## config.mk

```make
export PLATFORM = sky130hd
export DESIGN_NAME = conv_encoder_k7_flat
export DESIGN_NICKNAME = d
export VERILOG_FILES = /design/src/rtl/conv_enc_if.sv /design/src/rtl/conv_encoder_k7.sv /design/src/flat_wrapper.sv
export SDC_FILE = /design/constraint.sdc
export NUM_CORES = 1
export LEC_CHECK = 0
export CAP_MARGIN = 10
export CORE_MARGIN = 8
export CORE_UTILIZATION = 62
export DETAILED_ROUTE_END_ITERATION = 7
export DONT_BUFFER_PORTS = 1
export PLACE_DENSITY = 0.8
export SLEW_MARGIN = 10
export SYNTH_ARGS = -nofsm -noshare
export SYNTH_HDL_FRONTEND = slang
export SYNTH_SLANG_ARGS = --single-unit
```

## constraint.sdc

```tcl
create_clock -name clk -period 2.75 [get_ports clk]
set_clock_uncertainty 0.2 [all_clocks]
set_input_delay 0.275 -clock clk [delete_from_list [all_inputs] [get_ports clk]]
set_output_delay 0.275 -clock clk [all_outputs]
set_load 0.02 [all_outputs]
```

## src/rtl/conv_enc_if.sv

```systemverilog
// Handshake bundle for the K=7 convolutional encoder: bit input stream and
// registered code-symbol output stream.
interface conv_enc_if #(
  parameter int CNT_W = 16
);
  logic             in_valid;
  logic             in_ready;
  logic             in_bit;
  logic             in_last;
  logic             sym_valid;
  logic             sym_ready;
  logic [1:0]       sym;
  logic             sym_tail;
  logic             sym_last;
  logic [CNT_W-1:0] sym_cnt;

  modport master (
    output in_valid, in_bit, in_last, sym_ready,
    input  in_ready, sym_valid, sym, sym_tail, sym_last, sym_cnt
  );

  modport slave (
    input  in_valid, in_bit, in_last, sym_ready,
    output in_ready, sym_valid, sym, sym_tail, sym_last, sym_cnt
  );
endinterface

```

## src/rtl/conv_encoder_k7.sv

```systemverilog
// Rate-1/2, K=7 convolutional encoder with a single registered output stage
// and optional K-1 zero tail bits so the trellis terminates in state 0.
//
// state | meaning
// ENC   | accept input bits and encode them
// TAIL  | inject K-1 zero bits, no input accepted
module conv_encoder_k7 #(
  parameter int           K       = 7,
  parameter logic [K-1:0] G0      = 7'o171,
  parameter logic [K-1:0] G1      = 7'o133,
  parameter bit           TAIL_EN = 1'b1,
  parameter int           CNT_W   = 16
) (
  input  logic         clk,
  input  logic         rst_n,
  input  logic         clear,
  output logic [K-2:0] state,
  conv_enc_if.slave    bus
);

  localparam int TC_W = $clog2(K);
  localparam logic [TC_W-1:0] TAIL_LAST = TC_W'(K - 2);

  typedef enum logic {ENC, TAIL} fsm_t;

  fsm_t             fsm_q, fsm_n;
  logic [K-2:0]     state_q, state_n;
  logic [TC_W-1:0]  tcnt_q, tcnt_n;
  logic             valid_q, valid_n;
  logic [1:0]       sym_q, sym_n;
  logic             tail_q, tail_n;
  logic             last_q, last_n;
  logic [CNT_W-1:0] cnt_q, cnt_n;

  logic             load, in_ready, accept, tail_step, enc_b;
  logic [K-1:0]     sr;
  logic [1:0]       code;
  logic [CNT_W-1:0] cnt_inc;

  always_ff @(posedge clk or negedge rst_n) begin
    if (!rst_n) begin
      fsm_q   <= ENC;
      state_q <= '0;
      tcnt_q  <= '0;
      valid_q <= 1'b0;
      sym_q   <= '0;
      tail_q  <= 1'b0;
      last_q  <= 1'b0;
      cnt_q   <= '0;
    end else begin
      fsm_q   <= fsm_n;
      state_q <= state_n;
      tcnt_q  <= tcnt_n;
      valid_q <= valid_n;
      sym_q   <= sym_n;
      tail_q  <= tail_n;
      last_q  <= last_n;
      cnt_q   <= cnt_n;
    end
  end

  always_comb begin
    fsm_n   = fsm_q;
    state_n = state_q;
    tcnt_n  = tcnt_q;
    valid_n = valid_q;
    sym_n   = sym_q;
    tail_n  = tail_q;
    last_n  = last_q;
    cnt_n   = cnt_q;

    load      = !valid_q || bus.sym_ready;
    in_ready  = load && (fsm_q == ENC) && !clear;
    accept    = in_ready && bus.in_valid;
    tail_step = load && (fsm_q == TAIL) && !clear;
    enc_b     = (fsm_q == TAIL) ? 1'b0 : bus.in_bit;
    sr        = {enc_b, state_q};
    code      = {^(sr & G0), ^(sr & G1)};
    // last_q stays set until the next symbol loads, so it marks a frame restart
    if (last_q)
      cnt_inc = CNT_W'(1);
    else if (&cnt_q)
      cnt_inc = cnt_q;
    else
      cnt_inc = cnt_q + CNT_W'(1);

    if (clear) begin
      fsm_n   = ENC;
      state_n = '0;
      tcnt_n  = '0;
      valid_n = 1'b0;
      sym_n   = '0;
      tail_n  = 1'b0;
      last_n  = 1'b0;
      cnt_n   = '0;
    end else if (accept) begin
      valid_n = 1'b1;
      sym_n   = code;
      tail_n  = 1'b0;
      cnt_n   = cnt_inc;
      state_n = sr[K-1:1];
      last_n  = 1'b0;
      if (bus.in_last) begin
        if (TAIL_EN) begin
          fsm_n  = TAIL;
          tcnt_n = '0;
        end else begin
          last_n  = 1'b1;
          state_n = '0;
        end
      end
    end else if (tail_step) begin
      valid_n = 1'b1;
      sym_n   = code;
      tail_n  = 1'b1;
      cnt_n   = cnt_inc;
      state_n = sr[K-1:1];
      tcnt_n  = tcnt_q + TC_W'(1);
      last_n  = 1'b0;
      if (tcnt_q == TAIL_LAST) begin
        last_n = 1'b1;
        fsm_n  = ENC;
        tcnt_n = '0;
      end
    end else if (load) begin
      valid_n = 1'b0;
    end
  end

  assign bus.in_ready  = in_ready;
  assign bus.sym_valid = valid_q;
  assign bus.sym       = sym_q;
  assign bus.sym_tail  = tail_q;
  assign bus.sym_last  = last_q;
  assign bus.sym_cnt   = cnt_q;
  assign state         = state_q;

endmodule

```

## src/flat_wrapper.sv

```systemverilog
// flat-port wrapper written by rule: the top's interface ports become plain ports
module conv_encoder_k7_flat 
#(
  parameter int           K       = 7,
  parameter logic [K-1:0] G0      = 7'o171,
  parameter logic [K-1:0] G1      = 7'o133,
  parameter bit           TAIL_EN = 1'b1,
  parameter int           CNT_W   = 16
)
  (clk, rst_n, clear, state, bus_in_valid, bus_in_bit, bus_in_last, bus_sym_ready, bus_in_ready, bus_sym_valid, bus_sym, bus_sym_tail, bus_sym_last, bus_sym_cnt);
  conv_enc_if #(.CNT_W(CNT_W)) bus_i ();
  input  logic clk;
  input  logic rst_n;
  input  logic clear;
  output logic [K-2:0] state;
  input wire logic [$bits(bus_i.in_valid)-1:0] bus_in_valid;
  input wire logic [$bits(bus_i.in_bit)-1:0] bus_in_bit;
  input wire logic [$bits(bus_i.in_last)-1:0] bus_in_last;
  input wire logic [$bits(bus_i.sym_ready)-1:0] bus_sym_ready;
  output wire logic [$bits(bus_i.in_ready)-1:0] bus_in_ready;
  output wire logic [$bits(bus_i.sym_valid)-1:0] bus_sym_valid;
  output wire logic [$bits(bus_i.sym)-1:0] bus_sym;
  output wire logic [$bits(bus_i.sym_tail)-1:0] bus_sym_tail;
  output wire logic [$bits(bus_i.sym_last)-1:0] bus_sym_last;
  output wire logic [$bits(bus_i.sym_cnt)-1:0] bus_sym_cnt;
  assign bus_i.in_valid = bus_in_valid;
  assign bus_i.in_bit = bus_in_bit;
  assign bus_i.in_last = bus_in_last;
  assign bus_i.sym_ready = bus_sym_ready;
  assign bus_in_ready = bus_i.in_ready;
  assign bus_sym_valid = bus_i.sym_valid;
  assign bus_sym = bus_i.sym;
  assign bus_sym_tail = bus_i.sym_tail;
  assign bus_sym_last = bus_i.sym_last;
  assign bus_sym_cnt = bus_i.sym_cnt;
  conv_encoder_k7 #(.K(K), .G0(G0), .G1(G1), .TAIL_EN(TAIL_EN), .CNT_W(CNT_W)) u_core (.clk(clk), .rst_n(rst_n), .clear(clear), .state(state), .bus(bus_i));
endmodule
```

## Yosys cells after proc, flatten, opt, wreduce, memory -nomap -nowiden

Index checks and enable logic that the tools add are counted.

| cells by class | value |
|---|---|
| equal/unequal tests | 2 |
| bitwise operators | 1 |
| reduce and logical (&&, ||, !) cells | 16 |
| multiplexer cells | 33 |
| add/sub/neg operators | 2 |

Operator list:

| kind | count |
|---|---|
| 16-bit 2-to-1 mux | 5 |
| 6-bit 2-to-1 mux | 3 |
| 1-bit 2-to-1 mux | 17 |
| 16-bit by 1-bit adder with 16-bit output (second input constant) | 1 |
| 16-bit AND reduction | 1 |
| 3-bit 2-to-1 mux | 5 |
| 7-bit parity | 2 |
| 2-bit 2-to-1 mux | 3 |
| 3-bit nonzero test | 2 |
| 1-bit logical AND | 5 |
| 4-bit nonzero test | 1 |
| 3-bit by 1-bit adder with 3-bit output (second input constant) | 1 |
| 3-bit == test (second input constant) | 1 |
| 3-bit != test (second input constant) | 1 |
| 3-bit AND reduction | 1 |
| 1-bit zero test | 2 |
| 2-bit AND reduction | 1 |
| 1-bit logical OR | 1 |
| 1-bit NOT | 1 |

| word-level totals | value |
|---|---|
| register bits after elaboration | 31 |
| output and inout port bits | 28 |

## Logic depth before layout (Yosys ltp)

| logic depth | value |
|---|---|
| depth in word-level cells | 7 |
| depth in mapped cells | 7 |
| depth with buffers taken out | 5 |

## Worst setup path before layout

No wires, ideal clock.

| timing | value |
|---|---|
| path kind | register -> register |
| from | reg u_core.cnt_q[0] (netlist: u_core.bus.sym_cnt[0]) |
| to | reg u_core.cnt_q[0] (netlist: u_core.bus.sym_cnt[0]) |
| clock period less this slack | 2.536 ns |
| library setup time | 0.125 ns |
| cell stages (with the launch flop) | 7 |
| slack | 0.214 ns |
| buffers on the path | 1 |
| arrival | 2.211 ns |
| data required time | 2.425 ns |
| path through | dfrtp_1 -> ha_1 -> nand3_2 -> or4_4 -> buf_6 -> o31a_4 -> mux2_4 |

| on the way | value |
|---|---|
| cells in the longest elaborated chain, start to end | 6 |
| elaborated cells on any way between the ends | 7 |

Ends and longest elaborated chain:

| item | RTL line | source |
|---|---|---|
| from (decl) | conv_encoder_k7.sv:33 | `logic [CNT_W-1:0] cnt_q, cnt_n;` |
| from (signal assigned) | conv_encoder_k7.sv:58 | `cnt_q <= cnt_n;` |
| 16-bit by 1-bit adder with 16-bit output / 16-bit AND reduction (equally long branches) | conv_encoder_k7.sv:85, conv_encoder_k7.sv:82 |  |
| 16-bit 2-to-1 mux * | conv_encoder_k7.sv:82 | `else if (&cnt_q)` |
| 16-bit 2-to-1 mux * | conv_encoder_k7.sv:80 | `if (last_q)` |
| 16-bit 2-to-1 mux | conv_encoder_k7.sv:112 | `end else if (tail_step) begin` |
| 16-bit 2-to-1 mux * | conv_encoder_k7.sv:96 | `end else if (accept) begin` |
| 16-bit 2-to-1 mux * | conv_encoder_k7.sv:87 | `if (clear) begin` |

Mark *: on every way between the ends. The rest lies on a longest branch, timed or not. The select of a mux whose other input is x is not followed.
A chain may end at the register's enable or synchronous reset.

## Worst setup path after layout

| timing | value |
|---|---|
| from | reg u_core.cnt_q[3] (netlist: u_core.bus.sym_cnt[3]) |
| to | reg u_core.cnt_q[0] (netlist: u_core.bus.sym_cnt[0]) |

| on the way | value |
|---|---|
| cells in the longest elaborated chain, start to end | 6 |

Ends and longest elaborated chain:

| item | RTL line |
|---|---|
| 16-bit AND reduction * | conv_encoder_k7.sv:82 |
| 16-bit 2-to-1 mux * | conv_encoder_k7.sv:82 |
| 16-bit 2-to-1 mux * | conv_encoder_k7.sv:80 |
| 16-bit 2-to-1 mux | conv_encoder_k7.sv:112 |
| 16-bit 2-to-1 mux * | conv_encoder_k7.sv:96 |
| 16-bit 2-to-1 mux * | conv_encoder_k7.sv:87 |

Marks and branches as above.

==> flow_summary_export.csv <==
group,metric,value,unit
status,status,"completed",
logic_synthesis,async_flop_share,100.0,%
worst_setup_path,worstReg2RegEnd,"u_core.bus.sym_cnt[0]",
sta,timing.setup.tns,0,ns
logic_synthesis,synth_seq_cells,31,
die,initial_core_util,65.03,%
logic_synthesis,synth.yosys.warnings,0,
worst_setup_path,worst_ep_arrival_time,2.42,ns
worst_hold_path,worstHoldEndpoint,"u_core.bus.sym[0]",
clocking,cts_max_level,2,
clocking,clk_latency,0.34,ns
placement,io_buffers,0,
cells_and_area,layout-drive-gt1-share,12.08,%
sta,finalMaxSlewViolations,0,
sta,hold_violations,0,
die,die_h,69.55,um
die,placementRows,19,
sta,max_freq,418.7,MHz
cells_and_area,layout_commonest_cell,"dfrtp_1",
global_routing,antenna_found_initial,0,
logic_synthesis,ys_types,43,
route,wl,4386,um
cells_and_area,syn_to_final_growth,11.54,%
sta,rsz0062_at_grt,"false",
global_routing,grt_pass1_vias,1479,
cells_and_area,fin_nets,215,
logic_synthesis,synth.avg_cell_area,9.260,um^2
worst_setup_path,r2r_slack,0.36,ns
worst_setup_path,start_kind,"register",
die,dieArea,0.004837,mm^2
global_routing,grt_start_max_net_pins,32,
worst_setup_path,timing.rr.start,"u_core.bus.sym_cnt[3]",
power_and_ir_drop,finalPower,1165,uW
placement,dpl.cell_count,224,
clocking,ctsResizeCount,0,
clocking,path_clk_slew,0.10,ns
clocking,cts_buffer_depth,2,
die,core_area,0.002734,mm^2
worst_setup_path,critPathMaxFanout,13,
worst_setup_path,required,2.78,ns
flow_run,drv_cap,0,
cells_and_area,layoutNonFillerInstCount,238,
clocking,cts_tree,"done",
route,wl_per_cell,18.43,um
route,vias,1555,
sta,fin_crit_sh,86.84,%
global_routing,grt_pass1_wl,7452,um
sta,setup_ws,0.3619,ns
die,die_x,69.55,um
logic_synthesis,synth_nets,200,
sta,worst_pin_slew,0.6344,ns
power_and_ir_drop,ir_drop,470.7,uV
worst_setup_path,reg2regPathDepth,4,
logic_synthesis,syn_area,0.001778,mm^2
sta,min_period,2.388,ns
worst_setup_path,cpLargestDelayFamily,"simple AND/OR/NAND/NOR gates",
worst_setup_path,critPathCaptureType,"register",
worst_hold_path,min_from,"clear",
cells_and_area,final_cell_mix,"dfrtp_1 (31), nand2_1 (16), nor2_1 (15), inv_1 (15)",
global_routing,grt_overflow_total,0,
worst_hold_path,hp-class,"in2reg",
power_and_ir_drop,leakage,0.0008824,uW
route,dr.pass1.iters,4,
route,vias_per_cell,6.534,
worst_setup_path,max_stage_delay,0.58,ns
worst_setup_path,crit_type,"reg2reg",
worst_setup_path,crit_buf_inv,0,
placement,dp_slack,0.3902,ns
sta,slew_headroom,57.38,%
sta,whs,0.001889,ns
worst_setup_path,crit_path_cell_trace,"nand3_2 > or4_4 > o31a_4 > mux2_4",
die,ios,35,
logic_synthesis,ys_seq_area_share,43.63,%
route,drc,0,
worst_setup_path,critPathSlowestCell,"or4_4",
clocking,cts_buffers,5,
sta,setup_viol,0,
worst_hold_path,hold_depth,3,
global_routing,grt_util_all_layers,18.34,%
clocking,clock-sinks,31,
route,drt_iter0_drc,151,
clocking,post_cts_buffers,0,
route,ant_nets,0,
power_and_ir_drop,power_density,587.2,mW/mm^2
cells_and_area,diodes,0,
clocking,clockRootBuffer,"clkbuf_4",
logic_synthesis,ys.flop_type,"dfrtp_1",
placement,gp_congestion,0.8287,
placement,dp_hpwl,3102,um
logic_synthesis,synth_edf_count,0,
logic_synthesis,syn_inst,192,
-- final cells by class --
type | instances | area (um^2)
fill | 210 | 750.7
sequential | 31 | 775.7
clock inverter | 1 | 5.005
tap | 31 | 38.79
clock buffer | 6 | 51.30
multi-input combinational | 136 | 893.4
timing repair buffer | 18 | 162.7
inverter | 15 | 56.30
-- how the worst max path moves through the flow --
stage                                startpoint                     to  slack (ns)  depth (start not counted)
after floorplan           u_core.bus.sym_cnt[0]  u_core.bus.sym_cnt[0]        0.21                          6
after detailed placement  u_core.bus.sym_cnt[3]  u_core.bus.sym_cnt[0]        0.39                          4
after global routing      u_core.bus.sym_cnt[3]  u_core.bus.sym_cnt[0]        0.31                          4
after global placement    u_core.bus.sym_cnt[3]  u_core.bus.sym_cnt[0]        0.42                          4
after CTS                 u_core.bus.sym_cnt[3]  u_core.bus.sym_cnt[0]        0.39                          4
final                     u_core.bus.sym_cnt[3]  u_core.bus.sym_cnt[0]        0.36                          4
-- cell usage after synthesis, types with 6 or more instances --
master | instances | area [um^2]
o211ai_1 | 10 | 75.07
inv_1 | 15 | 56.30
dfrtp_1 | 31 | 775.7
nand2_1 | 16 | 60.06
a21oi_1 | 6 | 30.03
clkbuf_1 | 8 | 30.03
nor3_1 | 7 | 35.03
nor4_1 | 6 | 37.54
a22oi_1 | 11 | 82.58
o21a_1 | 9 | 67.56
nor2_1 | 15 | 56.30
-- timing repair --
action	4_1_cts	5_1_grt
endpoints found under the setup margin	0	0
hold endpoints to repair	46	0
hold buffers	7	0
-- where the power goes --
group | internal (uW) | total [uW] | switching (uW)
registers | 510 | 614 | 104
clock network | 118 | 278 | 160
logic | 112 | 272 | 160
-- per-stage QoR --
stage | util, % | cell area, um^2
finish | 72.54 | 1983
global route | 72.54 | 1983
CTS | 72.54 | 1983
detailed placement | 67.55 | 1847
global placement | 67.55 | 1847
floorplan | - | 1778
-- per-layer routing --
layer  share of wire [%]  track usage (%)  up-vias
li1                    -                -      740
met1                  43            22.93      745
met2                  47            29.00       61
met3                 7.9            5.436        9
met4                 1.6            6.834        0
met5                   0                0        -
-- flip-flops by register name, summed over array words and instances, names as in the netlist --
| name | flops |
|---|---|
| u_core.bus.sym | 2 |
| u_core.bus.sym_last | 1 |
| u_core.state | 6 |
| u_core.fsm_q | 1 |
| u_core.bus.sym_valid | 1 |
| u_core.bus.sym_cnt | 16 |
| u_core.bus.sym_tail | 1 |
| u_core.tcnt_q | 3 |
-- kinds of logic after synthesis --
| kind of cell | after synthesis | share of synthesized area, % |
|---|---|---|
| and+or+nand+nor | 70 | 20.55 |
| AOI/OAI and AO/OA | 58 | 24.14 |
| DFF | 31 | 43.63 |
| buffers and inverters | 25 | 6.122 |
| muxes | 5 | 3.096 |
| xor gates and xnor gates | 2 | 1.759 |
| adders and majority gates | 1 | 0.7036 |
-- worst register-to-register path, stage by stage, from the launching register on --
cell and delay, ns:
dfrtp_1 0.56, nand3_2 0.20, or4_4 0.58, o31a_4 0.44, mux2_4 0.32
Note: power is estimated with default switching activity, not from simulation.
